## src/rtl/step_pkg.sv

```systemverilog
// step_pkg: shared definitions for the step pulse generator.
//   state_t        debounce FSM state encoding
//   *_DEF          default timing constants for the 100 MHz board clock
package step_pkg;

    typedef enum logic [1:0] {
        ST_IDLE         = 2'd0,
        ST_PRESS_WAIT   = 2'd1,
        ST_PRESSED      = 2'd2,
        ST_RELEASE_WAIT = 2'd3
    } state_t;

    localparam int unsigned DB_CYCLES_DEF  = 2000000;   // 20 ms of stable level
    localparam int unsigned DB_W_DEF       = 21;
    localparam int unsigned RUN_PERIOD_DEF = 25000000;  // 4 Hz free-run rate
    localparam int unsigned RUN_W_DEF      = 25;

endpackage

```

## src/rtl/sync2.sv

```systemverilog
// sync2: two-flop synchroniser for a single asynchronous level.
// Ports:
//   clk  in   sampling clock
//   rst  in   synchronous, active-high reset (both flops cleared)
//   d    in   asynchronous input level
//   q    out  synchronised level, two clk cycles behind d
module sync2 (
    input  logic clk,
    input  logic rst,
    input  logic d,
    output logic q
);

    logic meta;

    always_ff @(posedge clk) begin
        if (rst) begin
            meta <= 1'b0;
            q    <= 1'b0;
        end else begin
            meta <= d;
            q    <= meta;
        end
    end

endmodule

```

## src/rtl/step_pulse_gen.sv

```systemverilog
// step_pulse_gen: turns the raw push-button into a single-cycle step enable
// for the core, with manual single-step and free-run modes.
// Ports:
//   clk         in   board clock
//   rst         in   synchronous, active-high reset
//   button      in   raw asynchronous push-button level
//   run_mode    in   0 = one pulse per debounced press, 1 = periodic pulses
//   hold        in   1 = suppress all pulses (counters keep running)
//   step_pulse  out  one-cycle enable to the core
//   btn_level   out  debounced button level
//   step_count  out  pulses issued, modulo 2^16
//   run_active  out  synchronised run_mode
module step_pulse_gen
    import step_pkg::*;
#(
    parameter int unsigned DB_CYCLES  = DB_CYCLES_DEF,
    parameter int unsigned DB_W       = DB_W_DEF,
    parameter int unsigned RUN_PERIOD = RUN_PERIOD_DEF,
    parameter int unsigned RUN_W      = RUN_W_DEF
) (
    input  logic        clk,
    input  logic        rst,
    input  logic        button,
    input  logic        run_mode,
    input  logic        hold,
    output logic        step_pulse,
    output logic        btn_level,
    output logic [15:0] step_count,
    output logic        run_active
);

    localparam logic [DB_W-1:0]  DB_LAST  = DB_W'(DB_CYCLES - 1);
    localparam logic [RUN_W-1:0] RUN_LAST = RUN_W'(RUN_PERIOD - 1);

    logic b_s, r_s, h_s;

    sync2 u_sync_button (.clk(clk), .rst(rst), .d(button),   .q(b_s));
    sync2 u_sync_run    (.clk(clk), .rst(rst), .d(run_mode), .q(r_s));
    sync2 u_sync_hold   (.clk(clk), .rst(rst), .d(hold),     .q(h_s));

    assign run_active = r_s;

    // ---------------- debounce FSM ----------------
    state_t          state, state_next;
    logic [DB_W-1:0] db_cnt, db_cnt_next;
    logic            press_evt, press_evt_next;

    always_ff @(posedge clk) begin
        if (rst) begin
            state     <= ST_IDLE;
            db_cnt    <= '0;
            press_evt <= 1'b0;
        end else begin
            state     <= state_next;
            db_cnt    <= db_cnt_next;
            press_evt <= press_evt_next;
        end
    end

    always_comb begin
        state_next     = state;
        db_cnt_next    = db_cnt;
        press_evt_next = 1'b0;
        unique case (state)
            ST_IDLE: begin
                if (b_s) begin
                    state_next  = ST_PRESS_WAIT;
                    db_cnt_next = DB_W'(1);
                end
            end
            ST_PRESS_WAIT: begin
                if (!b_s) begin
                    state_next  = ST_IDLE;
                    db_cnt_next = '0;
                end else if (db_cnt == DB_LAST) begin
                    state_next     = ST_PRESSED;
                    db_cnt_next    = '0;
                    press_evt_next = 1'b1;
                end else begin
                    db_cnt_next = db_cnt + 1'b1;
                end
            end
            ST_PRESSED: begin
                if (!b_s) begin
                    state_next  = ST_RELEASE_WAIT;
                    db_cnt_next = DB_W'(1);
                end
            end
            ST_RELEASE_WAIT: begin
                // a short dip is treated as bounce: back to PRESSED, no new event
                if (b_s) begin
                    state_next  = ST_PRESSED;
                    db_cnt_next = '0;
                end else if (db_cnt == DB_LAST) begin
                    state_next  = ST_IDLE;
                    db_cnt_next = '0;
                end else begin
                    db_cnt_next = db_cnt + 1'b1;
                end
            end
            default: begin
                state_next  = ST_IDLE;
                db_cnt_next = '0;
            end
        endcase
    end

    assign btn_level = (state == ST_PRESSED) || (state == ST_RELEASE_WAIT);

    // ---------------- pulse generation ----------------
    logic [RUN_W-1:0] run_cnt;
    logic             run_prev;
    logic             run_wrap;
    logic             run_chg;
    logic             pulse_next;

    assign run_wrap = r_s && (run_cnt == RUN_LAST);
    assign run_chg  = r_s ^ run_prev;

    always_comb begin
        pulse_next = 1'b0;
        if (!h_s && !run_chg) begin
            pulse_next = r_s ? run_wrap : press_evt;
        end
    end

    // run_cnt sits at zero whenever run mode is off, so entering run mode
    // always starts from a cleared count and the first wrap is RUN_PERIOD
    // cycles after run_active rises.
    always_ff @(posedge clk) begin
        if (rst) begin
            run_cnt    <= '0;
            run_prev   <= 1'b0;
            step_pulse <= 1'b0;
            step_count <= '0;
        end else begin
            run_prev   <= r_s;
            step_pulse <= pulse_next;
            if (!r_s || run_wrap) begin
                run_cnt <= '0;
            end else begin
                run_cnt <= run_cnt + 1'b1;
            end
            if (pulse_next) begin
                step_count <= step_count + 16'd1;
            end
        end
    end

endmodule

```

## config.mk

```make
export PLATFORM = sky130hd
export DESIGN_NAME = step_pulse_gen
export DESIGN_NICKNAME = d
export VERILOG_FILES = /design/src/rtl/step_pkg.sv /design/src/rtl/sync2.sv /design/src/rtl/step_pulse_gen.sv
export SDC_FILE = /design/constraint.sdc
export NUM_CORES = 1
export LEC_CHECK = 0
export ABC_AREA = 1
export BUFFER_PORTS_ARGS = -buffer_cell sky130_fd_sc_hd__buf_2
export CORE_ASPECT_RATIO = 0.75
export CORE_MARGIN = 5
export CORE_UTILIZATION = 55
export DETAILED_ROUTE_END_ITERATION = 6
export GPL_ROUTABILITY_DRIVEN = 1
export PLACE_DENSITY = 0.72
export SLEW_MARGIN = 20
export SYNTH_ARGS = -nofsm -noshare
export SYNTH_HDL_FRONTEND = slang
export SYNTH_SLANG_ARGS = --single-unit
```

## constraint.sdc

```tcl
create_clock -name clk -period 1.97 [get_ports clk]
set_input_delay 0 -clock clk [delete_from_list [all_inputs] [get_ports clk]]
set_output_delay 0 -clock clk [all_outputs]
set_load 0.01 [all_outputs]
```

Word-level counts from Yosys, hierarchy flattened
Index checks and enable logic that the tools add are counted.

Bits in registers: 73. Word-level logic and storage cells: 56.

Add/sub/neg operators: 3. Equality and inequality tests: 9. Muxes and demuxes: 16. Bitwise gates (word level): 3. Reduce and logical (&&, ||, !) cells: 12.

Operators by type and width (number): 21-bit 2-to-1 mux (5); 21-bit case mux with 4 select lines (1); 25-bit by 1-bit adder with 25-bit output, second input constant (1); 25-bit == test, second input constant (1); 21-bit by 1-bit adder with 21-bit output, second input constant (1); 21-bit == test, second input constant (1); 16-bit by 1-bit adder with 16-bit output, second input constant (1); 2-bit 2-to-1 mux (6); 2-bit case mux with 4 select lines (1); 2-bit == test, second input constant (2); 4-bit AND reduction (1); 1-bit zero test (3); 1-bit 2-to-1 mux (3); 3-bit by 2-bit != test with 1-bit output, second input constant (1); 3-bit != test, second input constant (1); 3-bit OR reduction (1); 2-bit by 1-bit == test with 1-bit output, second input constant (1); 1-bit logical AND (2); 2-bit zero test (1); 1-bit logical OR (2); 2-bit by 1-bit != test with 1-bit output, second input constant (1); 2-bit != test, second input constant (1); 1-bit NOT (2); 2-bit AND reduction (1); other kinds (2) (2).

Longest topological paths before layout
Gate-level depths: netlist of the first run.

Word-level depth: 4. Depth in mapped cells: 11. Gate-level depth less buffers: 11.

Cells and area by module
A second synthesis of the first run with hierarchy kept.

Cell total of the unflattened synthesis: 599. Area, all modules: 3941.3 sq um.

By module, submodules not included: step_pulse_gen (instances 1, cells each 581, area an instance 3776.1 sq um); sync2 (instances 3, cells each 6, area an instance 55.1 sq um).

Worst setup path after synthesis of the first run
Ideal clock, no wire load.

Kind: reg-to-reg. From: register run_cnt[0]. To: register step_count[10]. Data arrival time: 1.439 ns. Path slack: 0.399 ns. Cell stages (with the launch flop): 12. Buffers on the path: 1. Clock period less this slack: 1.571 ns. Path through: dfxtp_1 -> ha_1 -> nand2_2 -> nor2_4 -> nand3_2 -> nor2_2 -> nand2_2 -> nand2_4 -> nand2_4 -> buf_6 -> nand2_1 -> a21oi_1.

Longest elaborated chain between the ends: 4.

Ends and longest elaborated chain: start, declared (RTL line step_pulse_gen.sv:111) `logic [RUN_W-1:0] run_cnt;`; start signal, assigned (RTL line step_pulse_gen.sv:142) `run_cnt <= run_cnt + 1'b1;`; 25-bit == test (RTL line step_pulse_gen.sv:117) `assign run_wrap = r_s && (run_cnt == RUN_LAST);`; 1-bit logical AND (RTL line step_pulse_gen.sv:117); 1-bit 2-to-1 mux (RTL line step_pulse_gen.sv:123) `pulse_next = r_s ? run_wrap : press_evt;`; 1-bit 2-to-1 mux (RTL line step_pulse_gen.sv:122) `if (!h_s && !run_chg) begin`; end signal, assigned (RTL line step_pulse_gen.sv:145) `step_count <= step_count + 16'd1;`; end, declared (RTL line step_pulse_gen.sv:28) `output logic [15:0] step_count,`.

No other way between the ends. A chain may end at the register's enable or synchronous reset.

Worst setup path in the final report of the first run
From: register run_cnt[1]. To: register run_cnt[18].

Longest elaborated chain between the ends: 4. Elaborated cells on any way between the ends: 5. Classes of those cells: add/sub (1); eq/ne (1); reduce/logical (3).

Ends and longest elaborated chain: parallel branches: the longest is 4 deep, another holds 25-bit by 1-bit adder with 25-bit output.

Parallel ways; which one is timed is not known.

==> impl_metrics.toml, run 1 <==
[sta]
grt_setup_unrepaired = "false"
hold_slack_ps = 48.76
worst_slew_pin_slew_ps = 574.6
setup_viol_count_final = 0
relSlewSlack_pct = 61.57
fmax_ghz = 0.5839
finalMaxSlewViolations = 0
hold_viol_final = 0
min_period_ps = 1713
fin_skew_ps = 9.383
post-route-period-util_pct = 86.94
tns_ps = 0

[cells_and_area]
design.final.nets = 665
area_growth_pct = 11.21
layout-drive-gt1-share_pct = 11.48
utilization_pct = 61.98
diodes = 0

[power]
p_comb_share_pct = 4.1
seq_power_share_pct = 55.3
p_leak_nw = 1.627
peakVddDrop_mv = 0.4429
switching_share_pct = 24.13
pwr_density_cell_mw_per_mm2 = 604.1
p_clk_share_pct = 40.6
power.internal_w = 0.002054
power_switching_w = 0.0006533

[clock_network]
cts_tree = "yes"
numCtsBuffers = 9
clk-insertion-delay-late_ps = 350
cts_setup_buffers = 0
clk_root_buffer_cell = "clkbuf_8"
h-tree-depth = 3
cts_buffer_depth = 2
worst_setup_hold_path_clk_slew_ps = 80
cts.sinks = 73

[setup_path]
critPathMaxStageDelay_ps = 350
crit_required_ps = 2210
critPathBufInv = 0
cp_common_cell = "nor2_2"
ff2ff_path_depth = 8
arrival_ps = 1950
crit_path_end_kind = "flop"
worstPathCellList = "ha_1 -> nand3_1 -> nor2_2 -> nand3b_1 -> nor2_2 -> nand2_1 -> o21ai_0 -> nor2_1"
cp_top_family = "simple AND/OR/NAND/NOR gates"
slowest_stage = "dfxtp_1"
cp_max_fo = 5
path_depth = 8
start_kind = "flop"
path_class = "flop to flop"

[synthesis]
synth_xor_area_share_pct = 2.609
synth_simple_gate_area_share_pct = 40.99
synth.most_common_cell = "nand2_1"
synth_commonest_cells = "nand2_1 (181), nor2_1 (90), dfxtp_1 (73), inv_1 (69), nand3_1 (54)"
yosysWarnings = 0
synth-edff-count = 0
synthCells = 627
syn_area_sq_mm = 0.004029
synth-main-ff-cell = "dfxtp_1"
synth-compound-area-share_pct = 10.22
muxShareOfSynthArea_pct = 0
async_flop_share_pct = 0
syn-num-nets = 635
synth_top_family_by_area = "simple AND/OR/NAND/NOR gates"
yosys_register_bits = 73
synth_fa_ha_area_share_pct = 0.9317
synth_top_cell_by_area = "dfxtp_1"
synth.avg_cell_area_sq_um = 6.426
ys_seq_area_share_pct = 36.27
yosysTopAreaCellShare_pct = 36.27
yosysUniqueCellTypes = 37
synth_area_leaders = "dfxtp_1 (36%), nand2_1 (17%), nor2_1 (8.4%)"

[grt]
gr-total-overflow = 0
grt_pass1_wl_um = 16590
grt_usage_pct = 22.35
grt_pass1_vias = 3652
antenna_found_initial = 0
grt_max_degree = 21

[routing]
highest_layer = "met4"
dr_wl_met3_um = 763
vias = 4032
drt-total-wl_um = 9552
dr.pass1.iters = 5
drt_iter0_markers = 284
ant_nets = 0
post-route-drc-count = 0
wl_per_cell_um = 12.52
avgViaCountPerCell = 5.284
wl_met2_um = 3990
met1Wirelength_um = 4638

[hold_path]
holdPathStages = 2
hold_path_class = "input pin to flop"

[die]
fp.coreArea_sq_mm = 0.007229
rows = 27
die_w_um = 108.8
fp.dieH_um = 84.12
start_util_pct = 55.73
die_area_sq_mm = 0.009154
io-pin-count = 24

[placed_design]
routabilityCongestion = 0.9589
hpwl_um = 7102
portBuffers = 23

[job]
maxCapViolations = 0

[run_status]
status = "finished clean"
[registers in the layout, summed over array words and instances (netlist names), named ones only]
name                count
db_cnt                 21
run_cnt                25
run_prev                1
u_sync_run.meta         1
u_sync_button.meta      1
u_sync_run.q            1
step_pulse              1
u_sync_hold.meta        1
state                   1
u_sync_button.q         1
press_evt               1
u_sync_hold.q           1
step_count             16
[area by class of cell]
class	count	area, sq um
clock buffers	11	151.4
clock inverters	5	38.79
fillers	692	2749
inverters	71	266.5
multi-input cells	468	2218
flip-flops and latches	73	1461
well taps	101	126.4
repair buffers	34	217.7
[what timing repair did]
item | 4_1_cts | 5_1_grt
hold buffers | 3 | 0
hold endpoints to repair | 3 | 0
endpoints found under the setup margin | 0 | 3
resized for setup | 0 | 3
[routing by layer]
metal | GRT usage, % | up-vias
met1 | 31.19 | 1809
met2 | 32.53 | 140
li1 | - | 2063
met5 | 0 | -
met3 | 7.193 | 20
met4 | 7.339 | 0
[placed cells by master (no fill, tap or decap), types with 2 or more instances in the layout]
cell type      synthesis  final
nand3b_1               5      5
and3_1                 2      2
xnor2_1                2      2
nand2_4                2      2
nand3_1               54     53
nand4_1               12     12
buf_4                  0      7
ha_1                   3      3
nor2_1                90     89
nand2_1              181    181
nand2_2                6      6
a21oi_1               49     49
o21ai_0               19     19
nor3_1                10     10
clkinv_4               0      2
or2_2                  2      2
inv_2                  2      2
clkbuf_8               0     11
nor3_2                 2      2
buf_2                  4     23
dfxtp_1               73     73
dlygate4sd3_1          0      3
nor2_2                 5      5
nand3_2                2      3
xor2_1                10     10
inv_1                 69     69
nor2_4                 2      3
[cell families (layout without fill, tap and decap cells)]
family                   count (synthesis)  after routing
adder cells (fa/ha/maj)                  3              3
AND/OR/NAND/NOR                        378            378
AO/OA/AOI/OAI                           75             75
flip-flops                              73             73
buffers and inverters                   86            121
XOR/XNOR                                12             12
[worst paths after layout]
path                                 start  slack [ps]                    endpoint
max                  run_cnt[1]$_SDFF_PP0_         260      run_cnt[18]$_SDFF_PP0_
min                                    rst          50       step_pulse$_SDFF_PP0_
max reg2reg          run_cnt[1]$_SDFF_PP0_         260      run_cnt[18]$_SDFF_PP0_
min reg2reg  u_sync_button.meta$_SDFF_PP0_         400  u_sync_button.q$_SDFF_PP0_
[power groups by stage]
stage	registers [W]	clock network [W]	logic, W
after detailed placement	0.00153	0	0.000105
after CTS	0.00150	0.00114	0.000110
after floorplan	0.00153	0	0.0000733
after global routing	0.00150	0.00120	0.000123
after global placement	0.00153	0	0.000103
final	0.00150	0.00110	0.000110
[per-stage QoR]
step	power [W]	setup slack, ps	instance area [sq um]	cells
floorplan	0.001605	398.7	4029	627
global placement	0.001634	251.1	4248	744
detailed placement	0.001637	212.3	4248	744
CTS	0.002744	184.7	4468	763
global route	0.002825	25.31	4481	763
finish	0.002707	257.2	4481	763
Power figures use the tool's default switching activity.
==> run 2, diff against run 1 <==
==> constraint.sdc (replaced) <==
create_clock -name clk -period 1.79 [get_ports clk]
set_input_delay 0 -clock clk [delete_from_list [all_inputs] [get_ports clk]]
set_output_delay 0 -clock clk [all_outputs]
set_load 0.01 [all_outputs]
==> run 2 against run 1 <==
Combinational power is 24% higher. Wire length is 0.87% lower. Critical path depth stayed put. Utilization is 2.7 points higher. Final cell count increased by 1.6%. Sequential cell count unchanged. Worst setup slack got worse by 130 ps. Count of clock-buffer cells in the layout decreased by 1. Clock skew fell by 2.9 ps. Worst hold slack better by 360 ps. Critical path type unchanged.
==> impl_metrics.toml, run 2 (synthesis results as in run 1) <==
[run_status]
status = "finished clean"

[power]
seq_power_share_pct = 47.3
switching_share_pct = 20.10
peakVddDrop_mv = 0.3688
power.internal_w = 0.002785
p_clk_share_pct = 48.8
pwr_density_cell_mw_per_mm2 = 745.2
p_comb_share_pct = 3.9
p_leak_nw = 1.725
fin_total_pwr_w = 0.003485
power_switching_w = 0.0007006

[grt]
grt_pass1_vias = 3614
antenna_found_initial = 0
grt_max_degree = 21
gr-total-overflow = 0
grt_pass1_wl_um = 16290
grt_usage_pct = 21.71

[hold_path]
hold_path_class = "flop to flop"
hold_end = "u_sync_button.q$_SDFF_PP0_"
holdPathStages = 2
hold_start = "u_sync_button.meta$_SDFF_PP0_"

[setup_path]
critPathBufInv = 0
cp_top_family = "simple AND/OR/NAND/NOR gates"
ff2ff_path_depth = 8
cp_max_fo = 3
slowest_stage = "dfxtp_1"
path_class = "flop to flop"
critPathMaxStageDelay_ps = 350
worstPathCellList = "ha_1 -> nand3_1 -> nor2_2 -> nand3b_1 -> nor2_2 -> nand2_1 -> o21ai_0 -> nor2_1"
reg2reg_slack_ps = 120
r2r-start = "run_cnt[1]$_SDFF_PP0_"
start_kind = "flop"
r2r-end = "run_cnt[18]$_SDFF_PP0_"
cp_common_cell = "nor2_2"
crit_path_end_kind = "flop"
crit_required_ps = 2020
arrival_ps = 1900

[cells_and_area]
fin_cells = 775
diodes = 0
layout-drive-gt1-share_pct = 12.91
nFillCells = 673
multi_input_area_sq_mm = 0.002230
regMostFlops = "run_cnt"
design.final.nets = 678
regArea_sq_mm = 0.001463
top_regs = "run_cnt x25, db_cnt x21, step_count x16"
final_cell_mix = "nand2_1 (181), nor2_1 (89), dfxtp_1 (72), inv_1 (69), nand3_1 (54)"
area_growth_pct = 16.09
largest_register_ffs = 25
final_common_cell = "nand2_1"

[sta]
hold_slack_ps = 407.3
setup_viol_count_final = 0
hold_viol_final = 0
fin_skew_ps = 6.462
relSlewSlack_pct = 70.79
min_period_ps = 1666
finalMaxSlewViolations = 0
worst_slew_pin_slew_ps = 437.7
post-route-period-util_pct = 93.08
fin_ws_ps = 123.9
fmax_ghz = 0.6002

[placed_design]
hpwl_um = 6958
place_inst = 753
routabilityCongestion = 0.9531
place_ws_ps = 24.68
portBuffers = 23

[clock_network]
worst_setup_hold_path_clk_slew_ps = 80
clk-insertion-delay-late_ps = 340
h-tree-depth = 3
clk_root_buffer_cell = "clkbuf_8"
cts.sinks = 73
numCtsBuffers = 9
cts_tree = "yes"
cts_buffer_depth = 2

[die]
io-pin-count = 24
fp.dieH_um = 84.12
die_area_sq_mm = 0.009154
rows = 27
start_util_pct = 55.73
fp.coreArea_sq_mm = 0.007229
die_w_um = 108.8

[job]
maxCapViolations = 0

[routing]
drt_iter0_markers = 297
wl_per_cell_um = 12.22
avgViaCountPerCell = 5.203
post-route-drc-count = 0
vias = 4032
dr.pass1.iters = 5
ant_nets = 0
drt-total-wl_um = 9469
## run 2: metal layers
| metal | up-vias | global-route usage [%] | wire length (um) |
|---|---|---|---|
| met4 | 0 | 7.339 | 176 |
| met5 | - | 0 | 0 |
| met3 | 17 | 4.022 | 602 |
| met1 | 1803 | 31.81 | 4760 |
| met2 | 127 | 31.86 | 3929 |
| li1 | 2085 | - | - |
## run 2: tightest hold or removal path: cells and delay by family (launching register included)
family	cells	cell delay (ps)
buffers and inverters	1	40
AND/OR/NAND/NOR	1	30
flip-flops	1	300
## run 2: worst max path at each step
stage	endpoint	from	cells after the start	slack, ps
2_1_floorplan	step_count[10]$_SDFFE_PP0P_	run_cnt[0]$_SDFF_PP0_	11	220
3_3_place_gp	db_cnt[4]$_SDFFE_PP0P_	db_cnt[0]$_SDFFE_PP0P_	10	30
3_5_place_dp	db_cnt[4]$_SDFFE_PP0P_	db_cnt[0]$_SDFFE_PP0P_	10	20
4_1_cts	db_cnt[4]$_SDFFE_PP0P_	db_cnt[0]$_SDFFE_PP0P_	10	9
5_1_grt	db_cnt[4]$_SDFFE_PP0P_	db_cnt[1]$_SDFFE_PP0P_	10	-3
6_report	run_cnt[18]$_SDFF_PP0_	run_cnt[1]$_SDFF_PP0_	8	120
## run 2: layout make-up
type	count	share of cell area, %
Clock buffer	10	2.943
Clock inverter	5	2.729
Inverter	71	5.752
Multi-Input combinational cell	468	47.67
Sequential cell	73	31.27
Tap cell	101	2.702
Timing Repair Buffer	47	6.929
## run 2: power groups by stage
stage	clock network, W	logic (W)	registers, W
3_3_place_gp	0	0.000121	0.00168
5_1_grt	0.00180	0.000150	0.00165
4_1_cts	0.00174	0.000133	0.00165
6_report	0.00170	0.000136	0.00165
2_1_floorplan	0	0.0000806	0.00169
3_5_place_dp	0	0.000125	0.00169
## run 2: timing repair
action / 4_1_cts / 5_1_grt
setup buffers: 0 / 2
endpoints found under the setup margin: 0 / 35
endpoints found under the hold margin: 8 / 0
hold buffers: 5 / 0
resized for setup: 0 / 9
## run 2: stage by stage
stage | utilization (%) | instance area (sq um) | setup TNS [ps]
2_1_floorplan | - | 4029 | 0
3_3_place_gp | 59.69 | 4315 | 0
3_5_place_dp | 59.69 | 4315 | 0
4_1_cts | 64.05 | 4631 | 0
5_1_grt | 64.69 | 4677 | -2.635
6_report | 64.69 | 4677 | 0
==> run 3, diff against run 2 <==
==> constraint.sdc (replaced) <==
create_clock -name clk -period 1.8 [get_ports clk]
set_input_delay 0 -clock clk [delete_from_list [all_inputs] [get_ports clk]]
set_output_delay 0 -clock clk [all_outputs]
set_load 0.01 [all_outputs]
==> run 3 against run 2 <==
Wire length grew 5.5%. Sequential cell count is the same. Global-route usage grew 0.78 points. Highest routed layer unchanged.
==> impl_metrics.toml, run 3 (synthesis results as in run 1) <==
[clock_network]
h-tree-depth = 3
numCtsBuffers = 9
cts.sinks = 73
clk_root_buffer_cell = "clkbuf_8"
worst_setup_hold_path_clk_slew_ps = 80
clk-insertion-delay-late_ps = 360
cts_buffer_depth = 2
cts_tree = "yes"

[sta]
relSlewSlack_pct = 71.13
min_period_ps = 1680
fmax_ghz = 0.5953
finalMaxSlewViolations = 0
post-route-period-util_pct = 93.33
fin_ws_ps = 120.1
fin_skew_ps = 10.65
hold_slack_ps = 55.95
worst_slew_pin_slew_ps = 433.0
hold_viol_final = 0
setup_viol_count_final = 0

[grt]
grt_pass1_vias = 3645
grt_max_degree = 24
use_met2_pct = 32.31
grt_usage_pct = 22.49
grt_pass1_wl_um = 16640
antenna_found_initial = 0
use_met3_pct = 7.193
gr-total-overflow = 0
grt.busiest_layer = "met2"
grt_util_met1_pct = 31.56

[setup_path]
arrival_ps = 1920
r2r-end = "run_cnt[6]$_SDFF_PP0_"
critPathMaxStageDelay_ps = 390
slowest_stage = "dfxtp_1"
cp_top_family = "simple AND/OR/NAND/NOR gates"
path_class = "flop to flop"
crit_path_end_kind = "flop"
critPathLaunch = "run_cnt[1]$_SDFF_PP0_"
start_kind = "flop"
r2r-start = "run_cnt[1]$_SDFF_PP0_"
critPathBufInv = 1
crit_required_ps = 2040
reg2reg_slack_ps = 120
cp_common_cell = "nand2_2"
ff2ff_path_depth = 9
cp_max_fo = 10
worstPathCellList = "ha_4 -> nand2_2 -> nor2_4 -> nand3_2 -> nor2_2 -> nand2_2 -> nand2_1 -> buf_4 -> a21oi_1"

[die]
io-pin-count = 24
fp.coreArea_sq_mm = 0.007229
die_w_um = 108.8
rows = 27
start_util_pct = 55.73
fp.dieH_um = 84.12
die_area_sq_mm = 0.009154

[cells_and_area]
layout-drive-gt1-share_pct = 14.01
largest_register_ffs = 25
multi_input_area_sq_mm = 0.002261
design.final.nets = 681
fin_cells = 779
final_common_cell = "nand2_1"
regMostFlops = "run_cnt"
area_growth_pct = 15.68
top_regs = "run_cnt x25, db_cnt x21, step_count x16"
utilization_pct = 64.47
diodes = 0
nFillCells = 682
final_cell_mix = "nand2_1 (181), nor2_1 (89), dfxtp_1 (72), inv_1 (69), nand3_1 (53)"
regArea_sq_mm = 0.001463

[run_status]
status = "finished clean"

[hold_path]
hold_end = "u_sync_button.meta$_SDFF_PP0_"
holdPathStages = 2
hold_start = "rst"
hold_path_class = "input pin to flop"

[placed_design]
place_inst = 752
routabilityCongestion = 0.9464
place_ws_ps = -4.220
hpwl_um = 7216
portBuffers = 23

[routing]
ant_nets = 0
post-route-drc-count = 0
avgViaCountPerCell = 5.262
vias = 4099
dr.pass1.iters = 5
wl_per_cell_um = 12.83
drt_iter0_markers = 264
drt-total-wl_um = 9991

[power]
p_leak_nw = 1.697
peakVddDrop_mv = 0.6342
pwr_density_cell_mw_per_mm2 = 665.6

[job]
maxCapViolations = 0
-- run 3: cell types whose count changed in the layout (fill, tap and decap cells not counted), moves of 2 or more --
| cell | change |
|---|---|
| dlygate4sd3_1 | -2 |
| clkinvlp_4 | +2 |
| bufinv_16 | -3 |
| buf_4 | +6 |
-- run 3: layout make-up --
class | instances | area share [%]
clock buffers | 10 | 2.953
clock inverters | 6 | 1.423
inverters | 71 | 5.772
multi-input cells | 468 | 48.51
flip-flops and latches | 73 | 31.38
well taps | 101 | 2.711
repair buffers | 50 | 7.248
-- run 3: how the worst max path moves through the flow --
| stage | to | slack [ps] | cells after the start |
|---|---|---|---|
| final | run_cnt[6]$_SDFF_PP0_ | 120 | 9 |
| after global routing | run_cnt[17]$_SDFF_PP0_ | -30 | 9 |
| after CTS | run_cnt[18]$_SDFF_PP0_ | 20 | 8 |
| after detailed placement | db_cnt[4]$_SDFFE_PP0P_ | -4 | 10 |
| after global placement | db_cnt[4]$_SDFFE_PP0P_ | 20 | 10 |
| after floorplan | step_count[10]$_SDFFE_PP0P_ | 230 | 11 |
-- run 3: worst register-to-register path, stage by stage, from the launching register on --
cell and delay (ps):
dfxtp_1 390, ha_4 170, nand2_2 80, nor2_4 170
nand3_2 90, nor2_2 100, nand2_2 100, nand2_1 190
buf_4 220, a21oi_1 60
-- run 3: report_power, final --
part	total, W	switching [W]	internal, W
sequential	0.00164	0.0000114	0.00163
clock	0.00132	0.000645	0.000680
combinational	0.000139	0.0000870	0.0000524
total	0.00310	0.000743	0.00236
-- run 3: what timing repair did --
item	in CTS	in global routing
hold buffers	3	0
endpoints found under the setup margin	7	39
pin swaps	0	3
hold endpoints to repair	3	0
gates resized for setup	2	10
buffers inserted	0	8
-- run 3: metrics by stage --
stage               instance area (sq um)  total power, W  setup TNS [ps]
detailed placement                   4308        0.001801          -4.220
global route                         4661        0.003226          -171.5
global placement                     4308        0.001798               0
finish                               4661        0.003102               0
CTS                                  4547        0.003119               0
floorplan                            4029        0.001757               0
-- run 3: per-layer routing --
| metal | wire, um | up-vias | part of all wire [%] |
|---|---|---|---|
| met2 | 4247 | 135 | 43 |
| li1 | - | 2093 | - |
| met5 | 0 | - | 0 |
| met3 | 765 | 15 | 7.7 |
| met1 | 4807 | 1856 | 48 |
| met4 | 171 | 0 | 1.7 |
